### src/rtl/writeback_if.sv
// writeback_if: issue-side handshake, memory return and register-file write port of the writeback stage.
interface writeback_if #(
  parameter int REG_DATA_WIDTH = 16,
  parameter int REG_ADDR_WIDTH = 4
);
  logic                      in_valid;
  logic                      in_ready;
  logic                      wb_src;
  logic                      reg_write;
  logic [REG_ADDR_WIDTH-1:0] dest_reg;
  logic [REG_DATA_WIDTH-1:0] alu_result;
  logic                      mem_valid;
  logic [REG_DATA_WIDTH-1:0] mem_data;
  logic                      wr_en;
  logic [REG_ADDR_WIDTH-1:0] wr_addr;
  logic [REG_DATA_WIDTH-1:0] wr_data;
  logic                      stall;
  logic                      err;
  modport master (
    output in_valid, wb_src, reg_write, dest_reg, alu_result, mem_valid, mem_data,
    input  in_ready, wr_en, wr_addr, wr_data, stall, err
  );
  modport slave (
    input  in_valid, wb_src, reg_write, dest_reg, alu_result, mem_valid, mem_data,
    output in_ready, wr_en, wr_addr, wr_data, stall, err
  );
endinterface

### src/rtl/writeback_unit.sv
// writeback_unit: routes ALU results and multi-cycle loads to the register file write port, aborting loads on timeout.
module writeback_unit #(
  parameter int REG_DATA_WIDTH = 16,
  parameter int REG_ADDR_WIDTH = 4,
  parameter int MEM_TIMEOUT    = 15
) (
  input logic        clk,
  input logic        rst,
  writeback_if.slave bus
);
  typedef enum logic {IDLE, WAIT_MEM} state_t;
  state_t                    state;
  logic [7:0]                cnt;
  logic [REG_ADDR_WIDTH-1:0] ld_dest;
  logic                      ld_write;
  logic                      accept;
  logic                      alu_wr;
  logic                      ld_wr;
  assign bus.in_ready = state == IDLE;
  assign bus.stall    = state != IDLE;
  assign accept       = bus.in_valid && bus.in_ready;
  assign alu_wr       = bus.reg_write && |bus.dest_reg;
  assign ld_wr        = ld_write && |ld_dest;
  // wr_addr/wr_data only move on an actual write so they hold otherwise
  always_ff @(posedge clk or negedge rst)
    if (!rst) begin
      state       <= IDLE;
      cnt         <= '0;
      ld_dest     <= '0;
      ld_write    <= 1'b0;
      bus.wr_en   <= 1'b0;
      bus.wr_addr <= '0;
      bus.wr_data <= '0;
      bus.err     <= 1'b0;
    end else begin
      bus.wr_en <= 1'b0;
      bus.err   <= 1'b0;
      if (state == IDLE) begin
        if (accept && !bus.wb_src) begin
          bus.wr_en <= alu_wr;
          if (alu_wr) begin
            bus.wr_addr <= bus.dest_reg;
            bus.wr_data <= bus.alu_result;
          end
        end else if (accept) begin
          ld_dest  <= bus.dest_reg;
          ld_write <= bus.reg_write;
          cnt      <= '0;
          state    <= WAIT_MEM;
        end
      end else if (bus.mem_valid) begin
        bus.wr_en <= ld_wr;
        if (ld_wr) begin
          bus.wr_addr <= ld_dest;
          bus.wr_data <= bus.mem_data;
        end
        state <= IDLE;
      end else if (cnt == 8'(MEM_TIMEOUT - 1)) begin
        bus.err <= 1'b1;
        state   <= IDLE;
      end else begin
        cnt <= cnt + 8'd1;
      end
    end
endmodule

### src/flat_wrapper.sv
// flat-port wrapper written by rule: the top's interface ports become plain ports
module writeback_unit_flat 
#(
  parameter int REG_DATA_WIDTH = 16,
  parameter int REG_ADDR_WIDTH = 4,
  parameter int MEM_TIMEOUT    = 15
)
  (clk, rst, bus_in_valid, bus_wb_src, bus_reg_write, bus_dest_reg, bus_alu_result, bus_mem_valid, bus_mem_data, bus_in_ready, bus_wr_en, bus_wr_addr, bus_wr_data, bus_stall, bus_err);
  writeback_if #(.REG_DATA_WIDTH(REG_DATA_WIDTH), .REG_ADDR_WIDTH(REG_ADDR_WIDTH)) bus_i ();
  input logic clk;
  input logic rst;
  input wire logic [$bits(bus_i.in_valid)-1:0] bus_in_valid;
  input wire logic [$bits(bus_i.wb_src)-1:0] bus_wb_src;
  input wire logic [$bits(bus_i.reg_write)-1:0] bus_reg_write;
  input wire logic [$bits(bus_i.dest_reg)-1:0] bus_dest_reg;
  input wire logic [$bits(bus_i.alu_result)-1:0] bus_alu_result;
  input wire logic [$bits(bus_i.mem_valid)-1:0] bus_mem_valid;
  input wire logic [$bits(bus_i.mem_data)-1:0] bus_mem_data;
  output wire logic [$bits(bus_i.in_ready)-1:0] bus_in_ready;
  output wire logic [$bits(bus_i.wr_en)-1:0] bus_wr_en;
  output wire logic [$bits(bus_i.wr_addr)-1:0] bus_wr_addr;
  output wire logic [$bits(bus_i.wr_data)-1:0] bus_wr_data;
  output wire logic [$bits(bus_i.stall)-1:0] bus_stall;
  output wire logic [$bits(bus_i.err)-1:0] bus_err;
  assign bus_i.in_valid = bus_in_valid;
  assign bus_i.wb_src = bus_wb_src;
  assign bus_i.reg_write = bus_reg_write;
  assign bus_i.dest_reg = bus_dest_reg;
  assign bus_i.alu_result = bus_alu_result;
  assign bus_i.mem_valid = bus_mem_valid;
  assign bus_i.mem_data = bus_mem_data;
  assign bus_in_ready = bus_i.in_ready;
  assign bus_wr_en = bus_i.wr_en;
  assign bus_wr_addr = bus_i.wr_addr;
  assign bus_wr_data = bus_i.wr_data;
  assign bus_stall = bus_i.stall;
  assign bus_err = bus_i.err;
  writeback_unit #(.REG_DATA_WIDTH(REG_DATA_WIDTH), .REG_ADDR_WIDTH(REG_ADDR_WIDTH), .MEM_TIMEOUT(MEM_TIMEOUT)) u_core (.clk(clk), .rst(rst), .bus(bus_i));
endmodule
### config.mk
export PLATFORM = sky130hd
export DESIGN_NAME = writeback_unit_flat
export DESIGN_NICKNAME = d
export VERILOG_FILES = /design/src/rtl/writeback_if.sv /design/src/rtl/writeback_unit.sv /design/src/flat_wrapper.sv
export SDC_FILE = /design/constraint.sdc
export NUM_CORES = 1
export LEC_CHECK = 0
export ABC_AREA = 1
export CORE_UTILIZATION = 40
export DETAILED_ROUTE_END_ITERATION = 7
export PLACE_DENSITY = 0.8
export SLEW_MARGIN = 20
export SYNTH_ARGS = -nofsm -noshare
export SYNTH_HDL_FRONTEND = slang
export SYNTH_SLANG_ARGS = --single-unit
### constraint.sdc
create_clock -name clk -period 1.37 [get_ports clk]
set_input_delay 0.274 -clock clk [delete_from_list [all_inputs] [get_ports clk]]
set_output_delay 0.274 -clock clk [all_outputs]
set_load 0.03 [all_outputs]
==> impl_results.md <==
- Final Hold Fails: 0
- Critical path arrival: 1.06 ns
- Max_slew headroom: 78.0%
- Sum Neg Setup Slack: 0 ns
- Layout Cells excl Fill: 402
- Syn_nets: 300
- Maximum VDD drop: 0.591 mV
- Yosys Warn Count: 0
- CP Launch Point: u_core.bus.wr_data[15]$_DFFE_PN0P_
- Synthesized area: 1870 sq um
- Slew @ Worst Pin: 0.331 ns
- GRT Total Usage: 21.2%
- WS Path Type: reg2out
- Tmin final: 1.33 ns
- CP max FO: 2
- Height of the die: 70.4 microns
- Post-synth cell types: 20
- Via density: 4.90
- Synth Instances: 256
- Clk_skew: 0.00520 ns
- First-pass GRT wire length: 8.38 mm
- Fin nets: 394
- Yosys reg bits: 36
- CTS buffer count: 5
- Worst path top cell family by delay: buffers and inverters
- Hold slack: 0.479 ns
- Seq/Total Area, Yosys: 48.2%
- Clock Latency Late Sink: 0.28 ns
- Setup crit end kind: output port
- WL final: 5.27 mm
- Fmax achieved: 0.751 GHz
- Ant diodes: 0
- Commonest non-fill, non-tap cells in the layout: nand2_1 (120), clkdlybuf4s50_1 (40), dfrtp_1 (35), nand3_1 (29), buf_4 (26)
- Multi-input logic area: 896 sq um
- Avg Cell Area, Syn: 7.30 sq um
- Final setup fails: 0
- Register area: 902 sq um
- Buffers on Ports: 65
- Post-DRT Antenna Nets: 0
- DRC viols: 0
- Initial DRC count: 122
- Vias: 1968
- Leak: 1.55 nW
- Share of cells above drive strength 1: 16.3%
- Most common cell after layout, fill and taps aside: nand2_1
- Max cap viols: 0
- Hpwl dp: 3.51 mm
- Initial antenna violation count: 0
- Worst R2R Start: u_core.bus.stall$_DFF_PN0_
- Finished Cell Area: 2950 sq um
- Critical Path RT: 1.10 ns
- DR WL/cell: 13.1 microns
- Row count: 24
- Clock Path Buffers: 2
- Worst R2R Setup Slack: 0.04 ns
- Largest net degree at the start of global routing: 37
- Core area: 4410 sq um
- WL met2: 2.52 mm
- RSZ-0062 raised after global routing: yes
- Initial Util: 42.3%
- Hold Path Class: in2async
- Clock transition at path regs: 0.07 ns
- Status: completed
- DRT Pass-1 Iters: 4
- Crit share post-route: 97.1%
- Highest routed metal layer: met4
- Die area: 4950 sq um
- Chip width: 70.4 microns
- TritonCTS Sinks: 36
- Remaining global-route overflow: 0
- CP max-delay cell: dlygate4sd2_1
- Clock root cell: clkbuf_8
- Area post-placement: 2690 sq um
- Slew Viols, Final: 0
- H-tree levels: 2
- Met1 wire length: 2.39 mm
- Io pins: 66
- Startpoint Class: register
- Pwr dens: 1310 nW/um^2
- CTS tree: built
- Vias in the first global route: 1840
- Post-Place Cells: 381
- Max stage delay on crit path: 0.42 ns
- Layout area overhead: 57.7%
- Fin util: 66.8%
- Met3 routed WL: 307 microns
- Worst Path Buf+Inv: 1
- Critical-path cell list: dlygate4sd2_1
- Fill count: 362
- Placer Congestion: 0.833
## cell families after synthesis
logic type	Yosys count	share of synthesized area (%)
flip-flops	36	48.2
buffers and inverters	23	5.49
multiplexers	1	0.602
AO/OA/AOI/OAI	14	4.35
adder cells (fa/ha/maj)	2	1.34
AND/OR/NAND/NOR	180	40.0
## final cells by class
| cell class | instances | share of cell area [%] |
|---|---|---|
| clock buffers | 6 | 2.46 |
| multi-input cells | 197 | 30.4 |
| clock inverters | 1 | 0.170 |
| repair buffers | 99 | 32.6 |
| inverters | 11 | 1.57 |
| well taps | 52 | 2.21 |
| flip-flops and latches | 36 | 30.6 |
## cell usage after synthesis
| cell type | n | area [sq um] |
|---|---|---|
| o21ai_4 | 1 | 16.3 |
| inv_1 | 10 | 37.5 |
| nor3b_1 | 1 | 7.51 |
| nor4_1 | 1 | 6.26 |
| nand2_4 | 1 | 11.3 |
| ha_1 | 2 | 25.0 |
| nor3_1 | 2 | 10.0 |
| clkbuf_1 | 3 | 11.3 |
| mux2_2 | 1 | 11.3 |
| buf_2 | 7 | 35.0 |
| nand2_1 | 125 | 469 |
| o21ai_0 | 11 | 55.1 |
| nor2_1 | 15 | 56.3 |
| inv_2 | 1 | 3.75 |
| nand3_2 | 2 | 20.0 |
| nand3_1 | 31 | 155 |
| buf_4 | 2 | 15.0 |
| dfrtp_1 | 36 | 901 |
| a21oi_1 | 2 | 10.0 |
| nand4_1 | 2 | 12.5 |
## timing repair
action | CTS | global route
setup buffers | 2 | 8
pin swaps | 1 | 4
hold buffers | 1 | 0
setup endpoints to repair | 32 | 27
hold endpoints to repair | 36 | 0
cloned | 0 | 4
gates resized for setup | 26 | 19
## worst paths after layout
kind / endpoint / depth (start not counted)
setup / recovery: bus_wr_data[15] / 1
hold / removal: u_core.bus.wr_data[9]$_DFFE_PN0P_ / 3
setup reg to reg: u_core.bus.wr_addr[1]$_DFFE_PN0P_ / 8
hold reg to reg: u_core.bus.wr_data[10]$_DFFE_PN0P_ / 2
max in group asynchronous: u_core.bus.stall$_DFF_PN0_ / 3
min in group clk: u_core.bus.wr_data[10]$_DFFE_PN0P_ / 2
## state kept, by name (all words and copies together), names as in the netlist
name,cells
u_core.bus.wr_addr,4
u_core.bus.err,1
u_core.bus.wr_en,1
u_core.ld_write,1
u_core.ld_dest,4
u_core.bus.wr_data,16
u_core.cnt,8
u_core.bus.stall,1
## report_power, final
group / switching (W) / internal (W)
registers: 0.000154 / 0.00133
logic: 0.000993 / 0.000672
clock network: 0.000361 / 0.000346
## routing by layer
layer | vias to the layer above | track usage [%]
met1 | 901 | 27.5
met5 | - | 0
met4 | 0 | 7.11
li1 | 997 | -
met2 | 65 | 34.6
met3 | 5 | 4.91
## metrics by stage
| stage | setup WS, ns | power, W |
|---|---|---|
| 2_1_floorplan | 0.0552 | 0.00241 |
| 3_3_place_gp | -0.0932 | 0.00318 |
| 3_5_place_dp | -0.127 | 0.00322 |
| 4_1_cts | 0.0155 | 0.00378 |
| 5_1_grt | -0.0302 | 0.00408 |
| 6_report | 0.0392 | 0.00386 |
No activity file was read; power rests on OpenSTA's default activity.
